--- config.mk ---
export PLATFORM = sky130hd
export DESIGN_NAME = score_display
export DESIGN_NICKNAME = d
export VERILOG_FILES = /design/src/rtl/score_display_pkg.sv /design/src/rtl/digit_bitmap.sv /design/src/rtl/score_display_bin_to_bcd.sv /design/src/rtl/score_display.sv
export SDC_FILE = /design/constraint.sdc
export NUM_CORES = 1
export LEC_CHECK = 0
export BUFFER_PORTS_ARGS = -buffer_cell sky130_fd_sc_hd__clkbuf_2
export CAP_MARGIN = 20
export CORE_UTILIZATION = 53
export CTS_CLUSTER_DIAMETER = 80
export DETAILED_ROUTE_END_ITERATION = 8
export PLACE_DENSITY = 0.84
export SYNTH_ARGS = -nofsm -noshare
export SYNTH_HDL_FRONTEND = slang
export SYNTH_HIERARCHICAL = 1
export SYNTH_SLANG_ARGS = --single-unit
--- constraint.sdc ---
create_clock -name iClk -period 2.3 [get_ports iClk]
set_clock_uncertainty 0.15 [all_clocks]
set_input_delay 0.115 -clock iClk [delete_from_list [all_inputs] [get_ports iClk]]
set_output_delay 0.115 -clock iClk [all_outputs]
set_load 0.005 [all_outputs]
--- src/rtl/score_display_pkg.sv ---
// Shared constants, converter state encoding and clamp helper for the score overlay.
package score_display_pkg;

    localparam int unsigned GLYPH_W    = 16;
    localparam int unsigned GLYPH_H    = 16;
    localparam int unsigned ROM_ADDR_W = 8;
    localparam int unsigned ROM_DATA_W = 16;

    typedef enum logic [1:0] {
        IDLE   = 2'd0,
        SHIFT  = 2'd1,
        COMMIT = 2'd2
    } conv_state_e;

    // Largest value representable in n decimal digits (10^n - 1).
    function automatic int unsigned pow10_minus1(input int unsigned n);
        int unsigned p;
        p = 1;
        for (int unsigned i = 0; i < n; i++) begin
            p = p * 10;
        end
        return p - 1;
    endfunction

endpackage

--- src/rtl/digit_bitmap.sv ---
// Digit glyph ROM: 256 x 16, address registered, data valid one cycle later.
// Address = digit*16 + row; bit 15 is the leftmost pixel. Glyphs are drawn as
// thick seven-segment figures; unused addresses read as zero.
module digit_bitmap
    import score_display_pkg::*;
(
    input  logic                  clk,
    input  logic [ROM_ADDR_W-1:0] addr,
    output logic [ROM_DATA_W-1:0] q
);

    logic [ROM_ADDR_W-1:0] addr_q;
    logic [6:0]            seg_c;   // {a,b,c,d,e,f,g}
    logic [3:0]            row_c;

    // Synchronous address capture.
    always_ff @(posedge clk) begin
        addr_q <= addr;
    end

    // Segment set for the addressed digit.
    always_comb begin
        case (addr_q[7:4])
            4'd0:    seg_c = 7'b1111110;
            4'd1:    seg_c = 7'b0110000;
            4'd2:    seg_c = 7'b1101101;
            4'd3:    seg_c = 7'b1111001;
            4'd4:    seg_c = 7'b0110011;
            4'd5:    seg_c = 7'b1011011;
            4'd6:    seg_c = 7'b1011111;
            4'd7:    seg_c = 7'b1110000;
            4'd8:    seg_c = 7'b1111111;
            4'd9:    seg_c = 7'b1111011;
            default: seg_c = 7'b0000000;
        endcase
    end

    // Render one glyph row from the segment set.
    always_comb begin
        row_c = addr_q[3:0];
        q     = '0;
        if (row_c <= 4'd1) begin
            if (seg_c[6]) q = '1;
            if (seg_c[1]) q[15:14] = 2'b11;
            if (seg_c[5]) q[1:0]   = 2'b11;
        end else if (row_c <= 4'd6) begin
            if (seg_c[1]) q[15:14] = 2'b11;
            if (seg_c[5]) q[1:0]   = 2'b11;
        end else if (row_c <= 4'd8) begin
            if (seg_c[0]) q = '1;
            if (seg_c[1]) q[15:14] = 2'b11;
            if (seg_c[5]) q[1:0]   = 2'b11;
        end else if (row_c <= 4'd13) begin
            if (seg_c[2]) q[15:14] = 2'b11;
            if (seg_c[4]) q[1:0]   = 2'b11;
        end else begin
            if (seg_c[3]) q = '1;
            if (seg_c[2]) q[15:14] = 2'b11;
            if (seg_c[4]) q[1:0]   = 2'b11;
        end
    end

endmodule

--- src/rtl/score_display_bin_to_bcd.sv ---
// Sequential double-dabble converter: one add-3/shift step per cycle.
// A load is accepted in IDLE or in the COMMIT cycle (back-to-back operation).
module bin_to_bcd
    import score_display_pkg::*;
#(
    parameter int unsigned NUM_DIGITS = 4,
    parameter int unsigned VAL_W      = 14
) (
    input  logic                    clk,
    input  logic                    rst_n,
    input  logic                    load,
    input  logic [VAL_W-1:0]        value,
    output logic                    busy,
    output logic                    done,
    output logic [NUM_DIGITS*4-1:0] bcd
);

    localparam int unsigned BCD_W = NUM_DIGITS * 4;
    localparam int unsigned CNT_W = (VAL_W > 1) ? $clog2(VAL_W) : 1;

    conv_state_e      state;
    logic [CNT_W-1:0] cnt;
    logic [VAL_W-1:0] sr;
    logic [BCD_W-1:0] acc;
    logic [BCD_W-1:0] adj_c;

    // Add 3 to every nibble that would exceed 9 after doubling.
    always_comb begin
        adj_c = acc;
        for (int unsigned k = 0; k < NUM_DIGITS; k++) begin
            if (acc[k*4 +: 4] >= 4'd5) begin
                adj_c[k*4 +: 4] = acc[k*4 +: 4] + 4'd3;
            end
        end
    end

    // Converter FSM with registered busy/done.
    always_ff @(posedge clk or negedge rst_n) begin
        if (!rst_n) begin
            state <= IDLE;
            cnt   <= '0;
            sr    <= '0;
            acc   <= '0;
            busy  <= 1'b0;
            done  <= 1'b0;
        end else begin
            done <= 1'b0;
            case (state)
                IDLE, COMMIT: begin
                    if (load) begin
                        state <= SHIFT;
                        sr    <= value;
                        acc   <= '0;
                        cnt   <= '0;
                        busy  <= 1'b1;
                    end else begin
                        state <= IDLE;
                        busy  <= 1'b0;
                    end
                end
                SHIFT: begin
                    {acc, sr} <= {adj_c, sr} << 1;
                    cnt       <= cnt + CNT_W'(1);
                    if (cnt == CNT_W'(VAL_W - 1)) begin
                        state <= COMMIT;
                        done  <= 1'b1;
                    end
                end
                default: begin
                    state <= IDLE;
                    busy  <= 1'b0;
                end
            endcase
        end
    end

    assign bcd = acc;

endmodule

--- src/rtl/score_display.sv ---
// Multi-digit numeric overlay: clamps and converts a value to BCD, then
// renders it as adjacent 16x16 glyphs with a 2-cycle pixel pipeline.
module score_display
    import score_display_pkg::*;
#(
    parameter int unsigned NUM_DIGITS      = 4,
    parameter int unsigned VAL_W           = 14,
    parameter int unsigned LEAD_ZERO_BLANK = 1
) (
    input  logic             iClk,
    input  logic             iRst_n,
    input  logic [10:0]      iPosX,
    input  logic [10:0]      iPosY,
    input  logic [10:0]      iVGA_X,
    input  logic [10:0]      iVGA_Y,
    input  logic [VAL_W-1:0] iValue,
    input  logic             iLoad,
    input  logic             iEnable,
    output logic             oBusy,
    output logic             oDrawNum
);

    localparam int unsigned COORD_W = 11;
    localparam int unsigned BOX_W   = GLYPH_W * NUM_DIGITS;
    localparam int unsigned IDX_W   = (NUM_DIGITS > 1) ? $clog2(NUM_DIGITS) : 1;
    localparam logic [VAL_W-1:0] MAX_VAL = VAL_W'(pow10_minus1(NUM_DIGITS));

    logic                         conv_busy;
    logic                         conv_done;
    logic [NUM_DIGITS*4-1:0]      conv_bcd;
    logic                         pend;
    logic [VAL_W-1:0]             pend_val;
    logic [VAL_W-1:0]             clamp_c;
    logic                         start_c;
    logic [VAL_W-1:0]             start_val_c;
    logic [NUM_DIGITS-1:0][3:0]   disp;
    logic [NUM_DIGITS-1:0]        blank_c;
    logic                         all_zero_c;
    logic [COORD_W-1:0]           dx_c;
    logic [COORD_W-1:0]           dy_c;
    logic                         hit_c;
    logic [IDX_W-1:0]             idx_c;
    logic [3:0]                   nib_c;
    logic                         blank_sel_c;
    logic [ROM_ADDR_W-1:0]        rom_addr_c;
    logic [ROM_DATA_W-1:0]        rom_q;
    logic                         hit_q;
    logic                         en_q;
    logic                         blank_q;
    logic [3:0]                   col_q;

    assign clamp_c = (iValue > MAX_VAL) ? MAX_VAL : iValue;

    // Start a conversion from IDLE, or chain one out of COMMIT; a load in the
    // COMMIT cycle itself is the newest request and wins over the pending one.
    always_comb begin
        start_c     = 1'b0;
        start_val_c = clamp_c;
        if (!conv_busy) begin
            start_c = iLoad;
        end else if (conv_done) begin
            start_c     = iLoad | pend;
            start_val_c = iLoad ? clamp_c : pend_val;
        end
    end

    // Pending request: newest load during SHIFT survives, consumed at COMMIT.
    always_ff @(posedge iClk or negedge iRst_n) begin
        if (!iRst_n) begin
            pend     <= 1'b0;
            pend_val <= '0;
        end else if (conv_busy && !conv_done) begin
            if (iLoad) begin
                pend     <= 1'b1;
                pend_val <= clamp_c;
            end
        end else if (conv_done) begin
            pend <= 1'b0;
        end
    end

    bin_to_bcd #(
        .NUM_DIGITS (NUM_DIGITS),
        .VAL_W      (VAL_W)
    ) u_bin_to_bcd (
        .clk   (iClk),
        .rst_n (iRst_n),
        .load  (start_c),
        .value (start_val_c),
        .busy  (conv_busy),
        .done  (conv_done),
        .bcd   (conv_bcd)
    );

    assign oBusy = conv_busy;

    // Display register only updates with a finished conversion.
    always_ff @(posedge iClk or negedge iRst_n) begin
        if (!iRst_n) begin
            disp <= '0;
        end else if (conv_done) begin
            disp <= conv_bcd;
        end
    end

    // Leading-zero mask derived from the display register; digit 0 always shows.
    always_comb begin
        blank_c    = '0;
        all_zero_c = 1'b1;
        for (int i = NUM_DIGITS - 1; i >= 1; i--) begin
            all_zero_c = all_zero_c && (disp[i] == 4'd0);
            blank_c[i] = (LEAD_ZERO_BLANK != 0) && all_zero_c;
        end
    end

    // Unsigned offsets: positions left of/above the origin wrap and miss.
    assign dx_c  = iVGA_X - iPosX;
    assign dy_c  = iVGA_Y - iPosY;
    assign hit_c = (dx_c < COORD_W'(BOX_W)) && (dy_c < COORD_W'(GLYPH_H));
    assign idx_c = IDX_W'(NUM_DIGITS - 1) - IDX_W'(dx_c[10:4]);

    // Select the nibble and blank bit of the slot under the scan position.
    always_comb begin
        nib_c       = 4'd0;
        blank_sel_c = 1'b0;
        for (int unsigned k = 0; k < NUM_DIGITS; k++) begin
            if (idx_c == IDX_W'(k)) begin
                nib_c       = disp[k];
                blank_sel_c = blank_c[k];
            end
        end
    end

    assign rom_addr_c = {nib_c, dy_c[3:0]};

    digit_bitmap u_digit_bitmap (
        .clk  (iClk),
        .addr (rom_addr_c),
        .q    (rom_q)
    );

    // Stage 1: carry qualifiers alongside the ROM read.
    always_ff @(posedge iClk or negedge iRst_n) begin
        if (!iRst_n) begin
            hit_q   <= 1'b0;
            en_q    <= 1'b0;
            blank_q <= 1'b0;
            col_q   <= '0;
        end else begin
            hit_q   <= hit_c;
            en_q    <= iEnable;
            blank_q <= blank_sel_c;
            col_q   <= dx_c[3:0];
        end
    end

    // Stage 2: registered pixel-on flag.
    always_ff @(posedge iClk or negedge iRst_n) begin
        if (!iRst_n) begin
            oDrawNum <= 1'b0;
        end else begin
            oDrawNum <= hit_q & en_q & ~blank_q & rom_q[4'(ROM_DATA_W - 1) - col_q];
        end
    end

endmodule

==> out/results.ini <==
[layout]
final_cells=790
seqCellArea_mm2=0.00216
nets=752
layout-drive-gt1-share=0.274
fill_cells=770
area.growth.synth_to_final_pct=21.8
diodes=0
multi_input_comb_area_mm2=0.00293

[power]
powerDensity_mw_per_mm2=1060
ir_drop_uv=812
p_leak_nw=3.11

[synth]
yosysUniqueCellTypes=65
synthArstFlopShare=0.875
synth_edf_count=0
synthTopCellsByArea=dfrtp_1 36%, ha_1 8.5%, nand2_1 5.0%
synth_cells=552
syn_area_mm2=0.00532
avgSynthCellArea_um2=9.64
syn_nets=652
yosysTopAreaCellShare=0.362
ys_ff_latch=88
synthFlopType=dfrtp_1
synth_top_area_cell=dfrtp_1
yosysWarnings=6
synth-seq-area-share=0.404

[cts]
clock_latency_ns=0.38
cts_made_buffers=9
clock-sinks=88
clk_pin_slew_ns=0.09
clock_path_buffers=2
cts_tree=done
clockRootBuffer=clkbuf_8
htree_levels=3

[detailed_routing]
vias_per_cell=5.66
drtIter0Drc=238
wirelength_um=12200
drt-met1-wl_um=4950
wl_met2_um=6570
routed.top_layer=met4
met3_length_um=501
firstDrtPassIters=5
ant_nets=0
vias=4474
drc_errors=0
post_drt_wl_per_cell_um=15.5

[sta]
fin_setup_tns_ns=-0.403
min_period_ns=2.40
slew_viol_final=0
finalCritPeriodShare=1.04
worst_pin_slew_ns=0.747
fmax_ghz=0.417
setup_viol=6
slew_headroom=0.500
hold_viol=0
rsz0062_at_grt=yes
worst_slack_ns=-0.0961

[setup_path]
crit_fanout=4
cp.arrival_ns=2.50
endpoint_kind=flip-flop
cp_data_required_time_ns=2.40
start_kind=input port
criticalPathCategory=in -> reg

[placement]
dpl.hpwl_um=8650
io_buffers=63
globalplace.congestion=0.902
placed_cells=748

[global_route]
grtUsageTotal=0.249
grt_pass1_wl_um=19900
grt_max_degree=41
first_global_vias=4400
overflow=0
grt_antenna_before_repair=0

[die]
io_pins=64
die_area_mm2=0.0104
die_h_um=102
core_mm2=0.00973
die_w_um=102
row_count=36
start_util=0.547

[run]
maxCapViolCount=0

[worst_hold_path]
hold_path.class=in -> reg

[status]
violations=setup timing
status=finished, violations left

[layout make-up]
type,count,share of cell area
Multi-Input combinational cell,389,0.452
Sequential cell,88,0.333
Timing Repair Buffer,118,0.127
Inverter,46,0.0290
Tap cell,133,0.0257
Clock buffer,11,0.0234
Clock inverter,5,0.00946
[path summary, 6_finish.rpt]
check / start / end / slack [ns] / cells past startpoint
worst max-delay path: iVGA_X[0] / u_digit_bitmap/seg_c[3]$_DFF_P_ / -0.1 / 14
worst min register to register: u_bin_to_bcd/cnt[3]$_DFFE_PN0P_ / u_bin_to_bcd/cnt[3]$_DFFE_PN0P_ / 0.32 / 1
min in group asynchronous: iRst_n / pend_val[5]$_DFFE_PN0P_ / 0.09 / 2
max in group asynchronous: iRst_n / en_q$_DFF_PN0_ / 1.22 / 3
worst max register to register: u_digit_bitmap/addr_q[1]$_DFF_P_ / oDrawNum$_DFF_PN0_ / 0.01 / 6
worst min-delay path: iVGA_Y[3] / u_digit_bitmap/addr_q[3]$_DFF_P_ / 0.007 / 3
[Yosys cell counts, types with 7 or more instances]
master     n
inv_1     45
dfxtp_1   11
a21oi_1   31
nand2_1   71
o21ai_0   39
clkbuf_1   8
a22oi_1   13
ha_1      36
a21o_1     8
o22ai_1   11
dfrtp_1   77
mux2_2    17
mux4_2     9
xnor2_1   10
nor2_1    30
nand3_1    7
nand2b_1   8
buf_4     15
[critical path, stage by stage]
cell and delay, ns:
clkbuf_16 0.13, inv_12 0.04, ha_4 0.11, inv_2 0.04, fa_2 0.35, a21o_1 0.20, a21oi_4 0.20, xnor2_4 0.18
mux4_2 0.60, inv_4 0.11, ha_4 0.14, nor2_2 0.03, o21ai_2 0.15, o21ai_1 0.09
[registers in the layout, summed over array words and instances, names as in the netlist, 4 cells and up]
name,flops
pend_val,14
u_bin_to_bcd/bcd,16
u_bin_to_bcd/sr,14
disp,16
col_q,4
u_digit_bitmap/addr_q,4
u_bin_to_bcd/cnt,4
u_digit_bitmap/seg_c,7
[per-stage QoR]
step	instance area [um2]	setup slack [ns]	total power [mW]	hold WS (ns)	utilization
detailed placement	5890	-0.579	5.50	-0.0336	0.606
CTS	6410	-0.0756	6.76	0.000653	0.659
floorplan	5410	-0.279	4.86	-0.331	-
global route	6480	-0.188	7.36	0.0268	0.666
finish	6480	-0.0961	6.86	0.00735	0.666
global placement	5890	-0.455	5.25	-0.0440	0.606
[repair_timing]
item	4_1_cts	5_1_grt
cloned	0	0
setup endpoints to repair	9	9
setup buffers	3	2
endpoints found under the hold margin	58	0
pin swaps	12	8
resized for setup	16	16
hold buffers	22	0
[layout by cell type, fill, tap and decap left out, drive strengths merged, types with 3 or more instances in the layout]
| master | count |
|---|---|
| a22o | 6 |
| clkbuf | 73 |
| inv | 48 |
| mux2i | 5 |
| mux2 | 18 |
| a22oi | 13 |
| nor3 | 5 |
| nand2b | 10 |
| nand2 | 72 |
| a32o | 4 |
| nor3b | 4 |
| nor4 | 3 |
| mux4 | 9 |
| o22ai | 11 |
| xor2 | 6 |
| dfrtp | 77 |
| a21oi | 35 |
| nor2b | 5 |
| nand4 | 5 |
| ha | 36 |
| nand3 | 7 |
| nor2 | 31 |
| o21ai | 43 |
| dlygate4sd3 | 22 |
| buf | 34 |
| dfxtp | 11 |
| xnor2 | 10 |
| a21o | 8 |
| o31ai | 5 |
[kinds of logic after synthesis]
logic type                 after synthesis  synth area share
DFF                                     88             0.404
muxes                                   32            0.0856
xor gates and xnor gates                16            0.0263
buffers and inverters                   75            0.0696
AOI/OAI and AO/OA                      147             0.180
adders and majority gates               38            0.0922
and+or+nand+nor                        156             0.143
[metal layers]
metal	global-route usage	up-vias
li1	-	2149
met5	0	-
met1	0.294	2162
met3	0.0513	30
met4	0.0802	0
met2	0.451	133
[power breakdown]
group / total, mW / internal (mW) / switching (mW)
Sequential: 2.66 / 2.18 / 0.479
Clock: 1.15 / 0.569 / 0.582
Combinational: 3.05 / 1.50 / 1.55
Total: 6.86 / 4.25 / 2.61
(Power assumes the default switching activity.)
